===== config.mk =====
export PLATFORM = sky130hd
export DESIGN_NAME = brew_sequencer
export DESIGN_NICKNAME = d
export VERILOG_FILES = /design/src/rtl/brew_sequencer.sv
export SDC_FILE = /design/constraint.sdc
export NUM_CORES = 1
export LEC_CHECK = 0
export ABC_AREA = 1
export BUFFER_PORTS_ARGS = -buffer_cell sky130_fd_sc_hd__buf_2
export CORE_MARGIN = 5
export CORE_UTILIZATION = 55
export CTS_CLUSTER_DIAMETER = 30
export CTS_CLUSTER_SIZE = 30
export DETAILED_ROUTE_END_ITERATION = 10
export GPL_ROUTABILITY_DRIVEN = 0
export PLACE_DENSITY = 0.78
export SLEW_MARGIN = 20
export SYNTH_ARGS = -nofsm -noshare
export SYNTH_HDL_FRONTEND = slang
export SYNTH_SLANG_ARGS = --single-unit

===== constraint.sdc =====
create_clock -name clk -period 1.9 [get_ports clk]
set_input_delay 0.38 -clock clk [delete_from_list [all_inputs] [get_ports clk]]
set_output_delay 0.38 -clock clk [all_outputs]
set_load 0.05 [all_outputs]

===== src/rtl/brew_sequencer.sv =====
// Brew sequencer: runs cup-drop / heat / pour for each queued dispense order,
// keeps up to three pending orders and latches sensor faults until cleared.
module brew_sequencer #(
  parameter int CUP_CYCLES  = 4,
  parameter int HEAT_CYCLES = 8,
  parameter int POUR_CYCLES = 16
) (
  input  logic       clk,
  input  logic       reset,
  input  logic       coff_out,
  input  logic       cup_ok,
  input  logic       water_hot,
  input  logic       fault_clr,
  output logic       cup_drop,
  output logic       heater_on,
  output logic       pump_on,
  output logic       done,
  output logic       busy,
  output logic       fault,
  output logic [1:0] pending,
  output logic       order_full,
  output logic       order_lost
);

  typedef enum logic [2:0] {IDLE, CUP, HEAT, POUR, DONE, FAULT} state_t;

  localparam logic [7:0] CUP_LAST  = 8'(CUP_CYCLES - 1);
  localparam logic [7:0] HEAT_LAST = 8'(HEAT_CYCLES - 1);
  localparam logic [7:0] POUR_LAST = 8'(POUR_CYCLES - 1);

  state_t     state, next;
  logic [7:0] timer;
  logic       leave_done, take, lost;
  logic [1:0] pending_next;

  always_ff @(posedge clk or posedge reset) begin
    if (reset) state <= IDLE;
    else       state <= next;
  end

  always_comb begin
    next = state;
    case (state)
      IDLE:  if (pending != 2'd0 || coff_out) next = CUP;
      CUP:   if (timer == CUP_LAST) next = cup_ok ? HEAT : FAULT;
      // water_hot beats the timeout when both land in the same cycle
      HEAT:  if (water_hot) next = POUR;
             else if (timer == HEAT_LAST) next = FAULT;
      POUR:  if (!cup_ok) next = FAULT;
             else if (timer == POUR_LAST) next = DONE;
      DONE:  next = IDLE;
      FAULT: if (fault_clr) next = IDLE;
      default: next = IDLE;
    endcase
  end

  always_ff @(posedge clk or posedge reset) begin
    if (reset)                                          timer <= 8'd0;
    else if (next != state)                             timer <= 8'd0;
    else if (state == CUP || state == HEAT || state == POUR) timer <= timer + 8'd1;
  end

  // A DONE in the same cycle frees a slot, so a full queue still accepts.
  always_comb begin
    leave_done   = (state == DONE);
    take         = coff_out && (state != FAULT) && (pending != 2'd3 || leave_done);
    lost         = coff_out && !take;
    pending_next = pending;
    if (next == FAULT && state != FAULT) pending_next = 2'd0;
    else if (take && !leave_done)        pending_next = pending + 2'd1;
    else if (!take && leave_done)        pending_next = pending - 2'd1;
  end

  always_ff @(posedge clk or posedge reset) begin
    if (reset) begin
      pending    <= 2'd0;
      order_lost <= 1'b0;
    end else begin
      pending    <= pending_next;
      order_lost <= lost;
    end
  end

  assign cup_drop   = (state == CUP);
  assign heater_on  = (state == HEAT) || (state == POUR);
  assign pump_on    = (state == POUR);
  assign done       = (state == DONE);
  assign fault      = (state == FAULT);
  assign busy       = (state != IDLE);
  assign order_full = (pending == 2'd3);

endmodule

==> results.md <==
* Status: complete, no violations
* Net Count, Synth at 141
* Area growth syn-to-layout at 14.6%
* IO Port Bufs at 15
* DR iter-0 viols at 19
* Core area at 1750 um2
* WL final at 2.18 mm
* TritonCTS sink count at 14
* Final Max Slew Viols at 0
* Post-synthesis sequential area ratio at 34.1%
* Global-route wire length before repair at 3.60 mm
* CP Max Fanout at 6
* Die height at 53.2 um
* ANT cells at 0
* Reg2reg path depth at 12
* Crit path buffers/inverters at 2
* Final ANT Viol Nets at 0
* Worst-skew pair later-pin latency at 280 ps
* DR pass1 iterations at 4
* Max stage delay on crit path at 520 ps
* Largest net degree at the start of global routing at 15
* Fmax at 0.540 GHz
* Detailed placement HPWL at 1.73 mm
* VDD IR-drop max at 0.00130 V
* Min-delay worst type: primary input to async pin
* Final Hold Fails at 0
* Reg power frac at 24.2%
* Post-Synth XOR/XNOR Area at 5.96%
* R2R Setup Slk at 110 ps
* Reg2reg start: timer[0]$_DFFE_PP0P_
* Vias at 918
* Num CTS Buffers at 3
* Clk buf depth at 2
* CP Data Required Time at 1520 ps
* Syn avg cell area at 7.68 um2
* Post-Synth Simple-Gate Area at 42.7%
* Min cycle time layout at 1850 ps
* Post-route cell area at 1180 um2
* Cell Int Power at 0.000869 W
* Adder-cell share of the synthesized area at 1.22%
* Sw Share at 58.0%
* Pre-CTS setup slack at 125 ps
* Nets at 160
* CTS tree: done
* Remaining DRCs at 0
* Mapped Area at 1030 um2
* Max-cap violations at 0
* Critical-path cell list: inv_2 -> nor3_4 -> buf_2
* Post-synthesis mux area share at 0.973%
* CTS Root Cell: clkbuf_4
* # H-tree levels at 1
* Clk_skew at 1.58 ps
* CP Data Arrival Time at 1470 ps
* Endpoints failing setup at 0
* IO Pins at 16
* Initial core utilization at 58.9%
* Post CTS Setup Buffer Count at 0
* Die Width at 53.2 um
* Reg2reg end: timer[0]$_DFFE_PP0P_
* Combinational power share at 65.6%
* Synth Warn # at 0
* Antenna violations before repair at 0
* PD cells at 1750 nW/um2
* Synth Register Bits at 14
* WS Path Type: flip-flop to output pin
* Gr usage total at 17.4%
* Dpl cell area at 1130 um2
* CP delay by family, top: flip-flops
* Startpoint Class: flip-flop
* Drt wl/cell at 12.3 um
* Row count at 15
* PnR worst setup slack at 47.5 ps
* Share of layout cells above drive strength 1 at 29.6%
* Fin crit share at 97.5%
* Vias in the first global route at 826
* CTS clk-pin slew, worst paths at 80 ps
* Compound-cell area share of the yosys netlist at 6.69%
* Via density per instance at 5.19
* Syn Inst Count at 134
* Die Area at 2840 um2
* Slew headroom at 65.0%
* Dominant combinational cell family by area after synthesis: simple AND/OR/NAND/NOR gates
* Worst Max-Slew Pin Slew at 525 ps
* Total grt overflow at 0
* Netlist cell types at 27
* Post-layout util at 67.5%
* Worst path slowest cell: dfrtp_1
* Clock power share at 10.2%
* Worst Setup End Kind: output pin
* Setup TNS at 0 ps
* LEAKAGE at 0.585 nW
* P_sw at 0.00120 W
## cell type report
type                       instances  area, um2
tap                               25       31.3
multi-input combinational         98        603
clock buffer                       4       36.3
sequential                        14        352
inverter                          21       78.8
timing repair buffer              15       77.6
fill                             152        567
## cell usage after synthesis
library cell / n / area share [%]
a21oi_1: 1 / 0.49
a21oi_2: 1 / 0.85
and2_1: 1 / 0.61
buf_4: 1 / 0.73
dfrtp_1: 14 / 34
ha_1: 1 / 1.2
inv_1: 16 / 5.8
inv_2: 5 / 1.8
mux2i_1: 1 / 0.97
nand2_1: 23 / 8.4
nand2_2: 2 / 1.2
nand2_4: 3 / 3.3
nand3_1: 11 / 5.4
nand3_2: 1 / 0.97
nand3b_1: 1 / 0.73
nand4_1: 6 / 3.7
nor2_1: 13 / 4.7
nor2_2: 2 / 1.2
nor2_4: 1 / 1.1
nor2b_1: 1 / 0.61
nor3_1: 1 / 0.49
nor3_2: 9 / 8.8
nor3_4: 1 / 1.6
o21ai_0: 9 / 4.4
o21ai_1: 2 / 0.97
xnor2_1: 2 / 1.7
xor2_1: 5 / 4.3
## stage by stage
stage / cells / hold slack, ps / total power (W)
after floorplan: 134 / 269 / 0.00159
after global placement: 173 / 432 / 0.00181
after detailed placement: 173 / 443 / 0.00185
after CTS: 177 / 139 / 0.00206
after global routing: 177 / 168 / 0.00221
final: 177 / 121 / 0.00207
## repair_timing
item | CTS | global route
endpoints found under the setup margin | 2 | 1
resized for setup | 1 | 2
hold buffers | 0 | 0
## how the worst max path moves through the flow
| stage | to | start | cells after the start |
|---|---|---|---|
| detailed placement | timer[0]$_DFFE_PP0P_ | state[2]$_DFF_PP0_ | 9 |
| global placement | timer[2]$_DFFE_PP0P_ | state[2]$_DFF_PP0_ | 9 |
| CTS | done | state[0]$_DFF_PP0_ | 4 |
| floorplan | pending[1]$_DFFE_PP0P_ | state[2]$_DFF_PP0_ | 8 |
| finish | pump_on | state[0]$_DFF_PP0_ | 3 |
| global route | pump_on | state[0]$_DFF_PP0_ | 3 |
## placed cells by master (no fill, tap or decap)
| cell | count |
|---|---|
| nand2_4 | 3 |
| mux2i_1 | 1 |
| nor2b_1 | 1 |
| dfrtp_1 | 13 |
| xor2_1 | 5 |
| o21ai_1 | 2 |
| o21ai_0 | 9 |
| nor3_4 | 2 |
| nand4_1 | 6 |
| nor3_2 | 8 |
| nand2_2 | 2 |
| nand3b_1 | 1 |
| dfrtp_2 | 1 |
| and2_1 | 1 |
| inv_1 | 16 |
| inv_2 | 5 |
| nor2_4 | 2 |
| nor3_1 | 1 |
| nor2_1 | 13 |
| a21oi_2 | 1 |
| xnor2_1 | 2 |
| ha_1 | 1 |
| buf_2 | 14 |
| nand3_2 | 1 |
| nor2_2 | 1 |
| clkbuf_8 | 1 |
| clkbuf_4 | 4 |
| nand2_1 | 23 |
| nand3_1 | 11 |
| a21oi_1 | 1 |
## logic make-up after synthesis
logic type      count (synthesis)
compound gates                 13
xor+xnor                        7
fa+ha+maj                       1
buf+inv                        22
flops                          14
mux                             1
simple gates                   76
## layer usage
metal,part of all wire [%],track usage (%),up-vias
met4,1.0,6.38,0
met1,43,22.8,426
met5,0,0,-
met2,51,29.4,18
li1,-,-,470
met3,4.3,1.69,4
## flip-flops by register name (all words and copies together) (netlist names)
| register | cells |
|---|---|
| order_lost | 1 |
| state | 3 |
| pending | 2 |
| timer | 8 |
## power by group through the flow
stage	combinational [W]	sequential [W]	clock [W]
final	0.00136	0.000500	0.000211
after global placement	0.00132	0.000492	0
after detailed placement	0.00135	0.000497	0
after floorplan	0.00103	0.000560	0
after global routing	0.00146	0.000516	0.000231
after CTS	0.00136	0.000491	0.000217
Note: power is estimated with default switching activity, not from simulation.
